## config.mk

```make
export PLATFORM = sky130hd
export DESIGN_NAME = fetch_queue
export DESIGN_NICKNAME = d
export VERILOG_FILES = /design/src/rtl/fetch_queue.sv
export SDC_FILE = /design/constraint.sdc
export NUM_CORES = 1
export LEC_CHECK = 0
export ABC_AREA = 1
export BUFFER_PORTS_ARGS = -buffer_cell sky130_fd_sc_hd__buf_4
export CAP_MARGIN = 20
export CORE_MARGIN = 5
export CORE_UTILIZATION = 40
export CTS_BUF_LIST = sky130_fd_sc_hd__clkbuf_8
export DETAILED_ROUTE_END_ITERATION = 8
export HOLD_SLACK_MARGIN = 0.15
export PLACE_DENSITY = 0.7
export SYNTH_ARGS = -nofsm -noshare
export SYNTH_HDL_FRONTEND = slang
export SYNTH_SLANG_ARGS = --single-unit
export TNS_END_PERCENT = 5
```

## constraint.sdc

```tcl
create_clock -name clk -period 4.7 [get_ports clk]
set_clock_uncertainty 0.1 [all_clocks]
set_input_delay 0 -clock clk [delete_from_list [all_inputs] [get_ports clk]]
set_output_delay 0 -clock clk [all_outputs]
set_load 0.05 [all_outputs]
```

## src/rtl/fetch_queue.sv

```systemverilog
// fetch_queue: IF->ID instruction buffer of {pc, instruction} pairs.
// Fetch can run ahead while ID stalls; a taken branch (flush) drops everything.
module fetch_queue #(
  parameter  int DEPTH = 4,
  parameter  int WIDTH = 32,
  localparam int AW    = $clog2(DEPTH),
  localparam int CW    = AW + 1
) (
  input  logic             clk,
  input  logic             rst,
  input  logic             flush,
  input  logic             push_valid,
  output logic             push_ready,
  input  logic [WIDTH-1:0] pc_in,
  input  logic [WIDTH-1:0] instruction_in,
  input  logic             pop_ready,
  output logic             pop_valid,
  output logic [WIDTH-1:0] pc_out,
  output logic [WIDTH-1:0] instruction_out,
  output logic [CW-1:0]    count,
  output logic             almost_full
);

  typedef struct packed {
    logic [WIDTH-1:0] pc;
    logic [WIDTH-1:0] instr;
  } entry_t;

  entry_t        mem [DEPTH];
  entry_t        head;
  logic [AW-1:0] rd_ptr, wr_ptr;
  logic          do_push, do_pop;

  // Ready/valid come from the registered count only, so pop_ready never
  // reaches push_ready combinationally; a full queue refuses a push even
  // when the head is popped in the same cycle.
  assign push_ready  = (count != CW'(DEPTH));
  assign pop_valid   = (count != '0);
  assign almost_full = (count >= CW'(DEPTH - 1));

  assign do_push = push_valid & push_ready & ~flush;
  assign do_pop  = pop_ready  & pop_valid  & ~flush;

  // Empty queue presents an all-zero word to ID rather than stale storage.
  assign head            = mem[rd_ptr];
  assign pc_out          = pop_valid ? head.pc    : '0;
  assign instruction_out = pop_valid ? head.instr : '0;

  // Pointer/occupancy state; reset and flush both discard every entry.
  always_ff @(posedge clk) begin
    if (rst || flush) begin
      rd_ptr <= '0;
      wr_ptr <= '0;
      count  <= '0;
    end else begin
      if (do_push) wr_ptr <= wr_ptr + AW'(1);
      if (do_pop)  rd_ptr <= rd_ptr + AW'(1);
      case ({do_push, do_pop})
        2'b10:   count <= count + CW'(1);
        2'b01:   count <= count - CW'(1);
        default: count <= count;
      endcase
    end
  end

  // Storage write; contents are left as-is on reset/flush since the
  // output gating and pointers make old entries unreachable.
  always_ff @(posedge clk) begin
    if (do_push && !rst) mem[wr_ptr] <= '{pc: pc_in, instr: instruction_in};
  end

endmodule

```

==> results.py <==
metrics = {
    "status": {
        "status": "finished clean",
    },
    "route": {
        "drt_iter0_drc": 522,
        "wl_met2_mm": 12.1,
        "routedWlPerCell_um": 16.2,
        "wl_met1_mm": 9.89,
        "met3_length_mm": 1.51,
        "drtAntennaViolNets": 0,
        "drt_wl_total_mm": 24.0,
        "highest_layer": "met5",
        "dr_total_vias": 7237,
        "drtPass1Iterations": 5,
        "vias_per_cell": 4.90,
        "drc": 0,
    },
    "clock_network": {
        "cts_root_buffer": "clkbuf_8",
        "cts_tree": "built",
        "cts_inserted_buffers": 42,
        "cts_htree_levels": 2,
        "cts_resized": 0,
        "clock_path_buffers": 3,
        "clk_pin_slew_ns": 0.06,
        "clock-sinks": 265,
        "clock_latency_ns": 0.53,
    },
    "layout": {
        "final_cells": 1478,
        "nets": 1183,
        "nFillCells": 2180,
        "drive_above_1_share": 0.189,
        "areaGrowthSynthToFinish_pct": 32.8,
    },
    "power_and_ir_drop": {
        "power_mw": 4.75,
        "peakVddDrop_mv": 0.222,
        "p_per_area_nw_per_um2": 343,
        "power_leakage_nw": 5.08,
    },
    "floorplan": {
        "io_pins": 139,
        "start_util": 0.403,
        "core_area_um2": 25800,
        "die_w_um": 171,
        "rows": 59,
        "die_h_um": 171,
        "dieArea_um2": 29400,
    },
    "timing": {
        "hold_viol_final": 0,
        "timing.final.crit_share": 0.637,
        "finalCriticalPeriod_ns": 2.99,
        "slew_viol_final": 0,
        "worst_pin_slew_ns": 0.986,
        "setup_violations": 0,
        "fmax_mhz": 334,
        "rsz0062_at_grt": "no",
        "max-slew-margin-rel": 0.341,
    },
    "logic_synthesis": {
        "syn_inst": 829,
        "synth_seq_area_share": 0.755,
        "synthTopCellsByArea": "edfxtp_1, nor2_1, o21ai_0, a21oi_1, dfxtp_1",
        "yosysWarnings": 0,
        "syn_area_per_cell_um2": 12.6,
        "ys_types": 18,
        "yosysTopAreaCellShare": 0.737,
        "yosys.area.top_type": "edfxtp_1",
        "ys_seq_elements": 265,
        "syn_area_um2": 10400,
        "synth_nets": 904,
    },
    "place": {
        "hpwl_mm": 12.6,
        "dp.cells": 1265,
        "portBuffers": 138,
        "gp_congestion": 0.756,
    },
    "worst_setup_path": {
        "crit_type": "reg -> out",
        "start_kind": "register",
        "cp_cell_sequence": "buf_4 > nor2_1 > nor2_1 > o21ai_0 > a21oi_1 > buf_4",
        "endpoint_kind": "output pin",
        "crit_fanout": 84,
        "cp_num_cells": 6,
        "cpMaxStageDelayCell": "dfxtp_4",
        "slowest_delay_ns": 0.93,
        "rr_worst_depth": 6,
        "crit_arrival_ns": 2.89,
        "critPathTopFamily": "flip-flops",
        "crit_buf_inv": 2,
        "crit_required_ns": 4.60,
    },
    "global_routing": {
        "grt_max_degree": 85,
        "antenna_found_initial": 2,
        "first_global_vias": 7423,
        "grt_pass1_wl_mm": 37.3,
        "grt-ovfl-total": 0,
        "grt_util_all_layers": 0.160,
    },
    "flow_run": {
        "maxCapViolCount": 0,
    },
    "min_path": {
        "min_path_type": "in -> reg",
        "holdPathStages": 2,
    },
}
layer usage:
layer  vias up  global-route usage
met5         -                   0
met4         2              0.0551
met3        37              0.0287
met2       240               0.280
met1      3468               0.202
li1       3490                   -
worst paths after layout:
path / startpoint / end / slack (ns)
worst min register to register: rd_ptr[1] / register / 0.40
worst max register to register: count[1] / mem[3][51] / 1.99
worst min-delay path: pc_in[31] / mem[3][63] / 0.19
worst max-delay path: register / pc_out[23] / 1.71
cells in the final DEF, fill, tap and decap left out:
cell / count
inv_1: 27
diode_2: 2
or2_2: 1
clkbuf_8: 45
buf_12: 4
dfxtp_1: 7
nor2_4: 4
nor2_1: 265
buf_4: 144
ha_1: 5
dfxtp_2: 1
dlygate4sd3_1: 134
nand2_1: 15
inv_2: 2
clkinv_1: 10
clkinv_2: 14
fa_1: 1
a21oi_1: 69
o21ai_1: 10
o21ai_0: 121
dfxtp_4: 1
nand3_1: 5
edfxtp_1: 256
through the flow:
stage          worst slack [ns]   util  area, µm²  hold slack [ns]  setup TNS, ns
2_1_floorplan            -0.255      -      10400         -0.00113         -65.37
3_3_place_gp               2.06  0.455      11700            0.101              0
6_report                   1.71  0.536      13800            0.188              0
5_1_grt                    1.43  0.536      13800            0.183              0
4_1_cts                    1.64  0.536      13800            0.156              0
3_5_place_dp               1.97  0.455      11700            0.103              0
layout make-up:
| cell class | instances | area [µm²] | share of cell area |
|---|---|---|---|
| flip-flops and latches | 265 | 7870 | 0.569 |
| repair buffers | 282 | 2500 | 0.181 |
| multi-input cells | 496 | 2210 | 0.160 |
| clock buffers | 45 | 619 | 0.0447 |
| well taps | 335 | 419 | 0.0303 |
| clock inverters | 32 | 136 | 0.00985 |
| inverters | 21 | 80.1 | 0.00578 |
| diodes | 2 | 5.00 | 0.000361 |
worst register-to-register path, delay by kind of cell (launching register included):
family,cells,cell delay [ns]
DFF,1,0.38
and+or+nand+nor,5,1.50
buffers and inverters,1,0.36
flip-flops by register name, indices dropped and copies added, names as in the netlist, named ones only:
| register | cells |
|---|---|
| count | 3 |
| mem | 256 |
| rd_ptr | 2 |
| wr_ptr | 2 |
repair_timing:
action	in CTS	in global routing
buffers inserted	0	0
hold buffers	134	0
endpoints found under the hold margin	368	0
synth_stat cells, drive strengths merged:
cell / n
nor2: 269
edfxtp: 256
o21ai: 131
a21oi: 69
buf: 34
inv: 21
nand2: 15
clkbuf: 13
dfxtp: 9
ha: 5
nand3: 5
fa: 1
or2: 1
power by group:
part           internal (mW)  total [mW]  switching (mW)
clock network          0.889        1.73           0.846
logic                  0.167       0.396           0.229
registers               2.61        2.62         0.00824
total                   3.67        4.75            1.08
kinds of logic (layout without fill, tap and decap cells):
family | after synthesis | in the layout | share of synthesized area
adder cells (fa/ha/maj) | 6 | 6 | 0.00792
buffers and inverters | 68 | 380 | 0.0361
AO/OA/AOI/OAI | 200 | 200 | 0.0960
AND/OR/NAND/NOR | 290 | 290 | 0.105
other | 0 | 2 | 0
flip-flops | 265 | 265 | 0.755
Note: power is estimated with default switching activity, not from simulation.
